File: src/rtl/serializer_pkg.sv
// Shared types for the parallel-to-serial shifter.
package serializer_pkg;

    typedef enum logic {
        IDLE  = 1'b0,
        SHIFT = 1'b1
    } state_t;

endpackage

File: src/rtl/serializer_m.sv
// Parallel-to-serial shifter with valid/ready load, shift stall and a done pulse.
// Back-to-back words go out gaplessly when the next load lands on the final bit.
module serializer_m
    import serializer_pkg::*;
#(
    parameter int WIDTH     = 8,
    parameter bit MSB_FIRST = 1'b1
) (
    input  logic             clk,
    input  logic             rst_,
    input  logic [WIDTH-1:0] d,
    input  logic             load_valid,
    output logic             load_ready,
    input  logic             enb,
    output logic             sout,
    output logic             sframe,
    output logic             done
);

    localparam int               CNT_W = $clog2(WIDTH);
    localparam logic [CNT_W-1:0] LAST  = CNT_W'(WIDTH - 1);

    state_t           state;
    logic [WIDTH-1:0] sreg;
    logic [WIDTH-1:0] shifted;
    logic [CNT_W-1:0] cnt;
    logic             last;
    logic             adv;
    logic             hs;

    assign last       = (state == SHIFT) && (cnt == LAST);
    assign adv        = (state == SHIFT) && enb;
    assign load_ready = (state == IDLE) || (last && enb);
    assign hs         = load_valid && load_ready;

    // The output end is the MSB or LSB; the register always moves toward it.
    assign shifted = MSB_FIRST ? {sreg[WIDTH-2:0], 1'b0} : {1'b0, sreg[WIDTH-1:1]};
    assign sout    = (state == SHIFT) && (MSB_FIRST ? sreg[WIDTH-1] : sreg[0]);
    assign sframe  = (state == SHIFT);

    always_ff @(posedge clk or negedge rst_) begin
        if (!rst_) begin
            state <= IDLE;
            sreg  <= '0;
            cnt   <= '0;
            done  <= 1'b0;
        end else begin
            done <= adv && last;
            if (hs) begin
                sreg  <= d;
                cnt   <= '0;
                state <= SHIFT;
            end else if (adv) begin
                if (last) begin
                    state <= IDLE;
                    sreg  <= '0;
                    cnt   <= '0;
                end else begin
                    sreg <= shifted;
                    cnt  <= cnt + CNT_W'(1);
                end
            end
        end
    end

endmodule

File: config.mk
export PLATFORM = sky130hd
export DESIGN_NAME = serializer_m
export DESIGN_NICKNAME = d
export VERILOG_FILES = /design/src/rtl/serializer_pkg.sv /design/src/rtl/serializer_m.sv
export SDC_FILE = /design/constraint.sdc
export NUM_CORES = 1
export LEC_CHECK = 0
export ABC_AREA = 1
export BUFFER_PORTS_ARGS = -buffer_cell sky130_fd_sc_hd__buf_2
export CAP_MARGIN = 20
export CORE_MARGIN = 2
export CORE_UTILIZATION = 40
export CTS_BUF_LIST = sky130_fd_sc_hd__clkbuf_8
export DETAILED_ROUTE_END_ITERATION = 8
export RECOVER_POWER = 50
export SLEW_MARGIN = 20
export SYNTH_ARGS = -nofsm -noshare
export SYNTH_HDL_FRONTEND = slang
export SYNTH_SLANG_ARGS = --single-unit
File: constraint.sdc
create_clock -name clk -period 2.51 [get_ports clk]
set_input_delay 0.753 -clock clk [delete_from_list [all_inputs] [get_ports clk]]
set_output_delay 0.753 -clock clk [all_outputs]
set_load 0.005 [all_outputs]
Yosys cells after proc, flatten, opt, wreduce, memory -nomap -nowiden --
Index checks and enable logic that the tools add are counted.
Storage, ports and cells: register bits 13, bits of input ports 12, output and inout port bits 4, logic and storage cells 26
Operators by class: add/subtract/negate cells 1, equal/unequal tests 1, multiplexer cells 9, bitwise gates (word level) 1, reduce and logical (&&, ||, !) cells 10
Operator list (count):
- 8-bit 2-to-1 mux | 3
- 3-bit 2-to-1 mux | 3
- 1-bit logical AND | 6
- 2-bit nonzero test | 2
- 3-bit by 1-bit adder with 3-bit output, second input constant | 1
- 3-bit equality test, second input constant | 1
- 1-bit 2-to-1 mux | 3
- 2-bit AND reduction | 1
- 1-bit logical OR | 1
- 1-bit NOT | 1

Logic depth before layout (Yosys ltp) --
word-level depth 7, gate-level depth with buffers 8, mapped depth without buffers 8

Worst setup path after synthesis --
Ideal clock, no wire load.
kind flip-flop to output port, start register cnt[0], end output load_ready, arrival time 1.060 ns, data required time 1.757 ns, slack 0.697 ns, cell stages (with the launch flop) 6, buffers on the path 1, path through dfrtp_1 > ha_1 > ha_1 > nand3_2 > nand2_1 > buf_4
On the way: cells in the longest elaborated chain, start to end 4
RTL lines:
- start, declared | line serializer_m.sv:26 | logic [CNT_W-1:0] cnt;
- start signal, assigned | line serializer_m.sv:60 | cnt <= cnt + CNT_W'(1);
- 3-bit equality test | line serializer_m.sv:31 | assign last = (state == SHIFT) && (cnt == LAST);
- 1-bit logical AND | line serializer_m.sv:31
- 1-bit logical AND | line serializer_m.sv:33 | assign load_ready = (state == IDLE) || (last && enb);
- 1-bit logical OR | line serializer_m.sv:33
- end, declared | line serializer_m.sv:13 | output logic load_ready,
Every way passes these cells.

Worst setup path in the final report --
Ends and elaborated chain as after synthesis.

==> impl_metrics.csv <==
group,metric,value,unit
status,status,"finished, final reports clean",
yosys,synth_top_family_by_area,"simple AND/OR/NAND/NOR gates",
global_route,grt_max_degree,14,
yosys,synth_simple_gate_area_share,38.67,%
global_route,globalRouteMet3Util,3.462,%
detailed_routing,postRouteAntennaNets,0,
timing,fin_crit_sh,84.93,%
timing,finalSetupTns,0,ns
global_route,track_usage,16.34,%
placed_design,dp_slack,0.5928,ns
global_route,antenna_found_initial,0,
global_route,first_global_vias,590,
clock_network,cts_tree,"done",
worst_setup_path,cp_slowest_stage_delay,0.41,ns
timing,skew,0.0009484,ns
worst_setup_path,required,1.76,ns
placed_design,placed_cells,130,
global_route,busiest_layer,"met2",
run,maxCapViolCount,0,
clock_network,htree_levels,1,
worst_setup_path,startpoint_type,"flip-flop",
timing,worstMarginPinSlew,0.7314,ns
worst_setup_path,cp_cell_sequence,"ha_1 -> ha_1 -> nand3_1 -> nand2_1 -> buf_2",
floorplan,core,1745,um^2
clock_network,insertion_delay,0.24,ns
worst_setup_path,crit_path_frequent_cell,"ha_1",
yosys,synthMuxAreaShare,0,%
floorplan,ioPinCount,16,
yosys,syn_inst,93,
cells_and_area,nFillCells,185,
yosys,ys_types,15,
clock_network,cts_sinks,13,
power,powerDensity,839.1,nW/um^2
power,combPwrFrac,29.2,%
power,p_seq_share,45.1,%
timing,fin_crit,2.132,ns
power,ir_worst_vdd,0.3590,mV
floorplan,dieWidth,47.32,um
detailed_routing,drc_errors,0,
cells_and_area,insertedDiodeCount,0,
yosys,ys_seq_area_share,43.33,%
yosys,synth_xor_area_share,0,%
yosys,yosysWarnings,0,
timing,slew_viol_final,0,
timing,slew-limit-headroom,51.24,%
floorplan,placementRows,15,
yosys,syn_avg_cell_area,8.072,um^2
cells_and_area,final_area,849.6,um^2
timing,max_freq,469.1,MHz
detailed_routing,drt_iter0_drc,24,
global_route,grt_use_met1,22.46,%
clock_network,clk_path_buf_depth,2,
worst_setup_path,cp_top_family,"flip-flops",
clock_network,cts_buffers,3,
clock_network,holdBufCountCts,0,
worst_setup_path,path_max_fanout,3,
yosys,synth_compound_area_share,2.167,%
floorplan,die_area,2239,um^2
worst_hold_path,hold_start,"sreg[0]",
yosys,synthAdderAreaFrac,3.333,%
timing,rsz0062_at_grt,"no",
timing,fin_ws,0.3783,ns
timing,setup_viol,0,
yosys,synth-seq-cells,13,
power,p_sw,243.7,uW
clock_network,cts_resized,0,
yosys,synth_top_area_share,43.33,%
clock_network,root_buffer,"clkbuf_8",
detailed_routing,dr.pass1.iters,5,
yosys,syn_area,750.7,um^2
worst_setup_path,critPathBufInv,1,
worst_setup_path,critical_path_class,"flip-flop to output port",
yosys,synth_top_area_cell,"dfrtp_1",
placed_design,place_congestion,0.7333,
cells_and_area,syn_to_final_growth,13.17,%
clock_network,cts_setup_buffers,0,
floorplan,initial_core_util,43.01,%
power,clock_power_share,25.7,%
yosys,ys_top_cells_by_area,"dfrtp_1 (43%), nand2_1 (16%), nand3_1 (11%)",
detailed_routing,avgViaCountPerCell,4.836,
timing,report.final.hold_viol_count,0,
worst_hold_path,hp-class,"flip-flop to flip-flop",
detailed_routing,wl,1.480,mm
global_route,met2_usage,24.05,%
floorplan,fp.dieH,47.32,um
cells_and_area,fin_cells,134,
clock_network,clk_pin_slew_worst_paths,0.06,ns
worst_setup_path,slowest_stage,"dfrtp_1",
cells_and_area,nNetsFinal,124,
worst_setup_path,crit_start,"cnt[0]",
worst_setup_path,worstSetupEndpointType,"output port",
placed_design,place_area,814.5,um^2
detailed_routing,num_vias,648,
yosys,synth_fp_nets,107,
cells_and_area,drive_above_1_share,28.44,%
power,p_leak,0.5151,nW
global_route,grt_pass1_wl,2.553,mm
detailed_routing,post_drt_wl_per_cell,11.04,um
worst_setup_path,timing.rr.start,"cnt[0]",
power,switching_share,34.19,%
worst_setup_path,worst-endpoint-arrival,1.38,ns
global_route,overflow,0,
power,p_int,469.1,uW
placed_design,io_buffers,15,
placed_design,post-dp-hpwl,1.002,mm
==> metal layers <==
metal | routed length, um | share of wire (%)
met1 | 684 | 46
met2 | 714 | 48
met3 | 76 | 5.1
met4 | 5 | 0.34
met5 | 0 | 0
==> cells in the mapped netlist (all sizes together) <==
library cell and instances:
ha 2, buf 4, dfrtp 13, nor2 1, nand3 18, o21ai 1
inv 11, nand2 42, nand4 1
==> worst paths after layout <==
kind                       slack [ns]  cells past startpoint          to
max                              0.38                      5  load_ready
min                              0.49                      2     sreg[0]
max reg2reg                      0.60                      9     sreg[7]
min reg2reg                      0.49                      2     sreg[0]
max in group asynchronous        1.51                      1     sreg[7]
min in group asynchronous        0.55                      1      sframe
==> tightest hold or removal path, cell delays in order, from the launching register on <==
cell	delay [ns]
dfrtp_1	0.36
nand2_2	0.05
nand2_1	0.04
==> placed cells by master, fill, tap and decap left out <==
cell       n
buf_2     14
clkbuf_1   2
clkbuf_8   3
dfrtp_1   13
ha_1       2
inv_1     10
inv_2      1
inv_4      1
nand2_1   31
nand2_2   11
nand3_1   18
nand4_1    1
nor2_1     1
o21ai_4    1
==> registers in the layout, indices dropped and copies added (netlist names) <==
| register | flops |
|---|---|
| sframe | 1 |
| done | 1 |
| sreg | 8 |
| cnt | 3 |
==> power by group through the flow <==
stage	Clock [mW]	Sequential, mW	Combinational [mW]
after floorplan	0	0.315	0.174
after global placement	0	0.323	0.210
after detailed placement	0	0.324	0.214
after CTS	0.190	0.320	0.215
after global routing	0.200	0.329	0.242
final	0.183	0.321	0.208
==> cell families after synthesis <==
kind of cell | Yosys count
flip-flops | 13
buffers and inverters | 15
adder cells (fa/ha/maj) | 2
AO/OA/AOI/OAI | 1
AND/OR/NAND/NOR | 62
==> layout make-up <==
type	count	area, um^2	area share (%)
Inverter	11	43.79	5.155
Sequential cell	13	325.3	38.29
Tap cell	25	31.28	3.682
Clock buffer	3	41.29	4.860
Clock inverter	1	3.754	0.4418
Multi-Input combinational cell	65	326.6	38.44
Timing Repair Buffer	16	77.57	9.131
==> through the flow <==
stage                     utilization (%)  hold WS [ns]  total power [mW]
final                               48.67        0.4862            0.7128
after global routing                48.67        0.5114            0.7698
after CTS                           49.25        0.4023            0.7257
after detailed placement            46.67        0.4764            0.5378
after global placement              46.67        0.4749            0.5331
after floorplan                         -        0.4547            0.4885
Power figures use the tool's default switching activity.
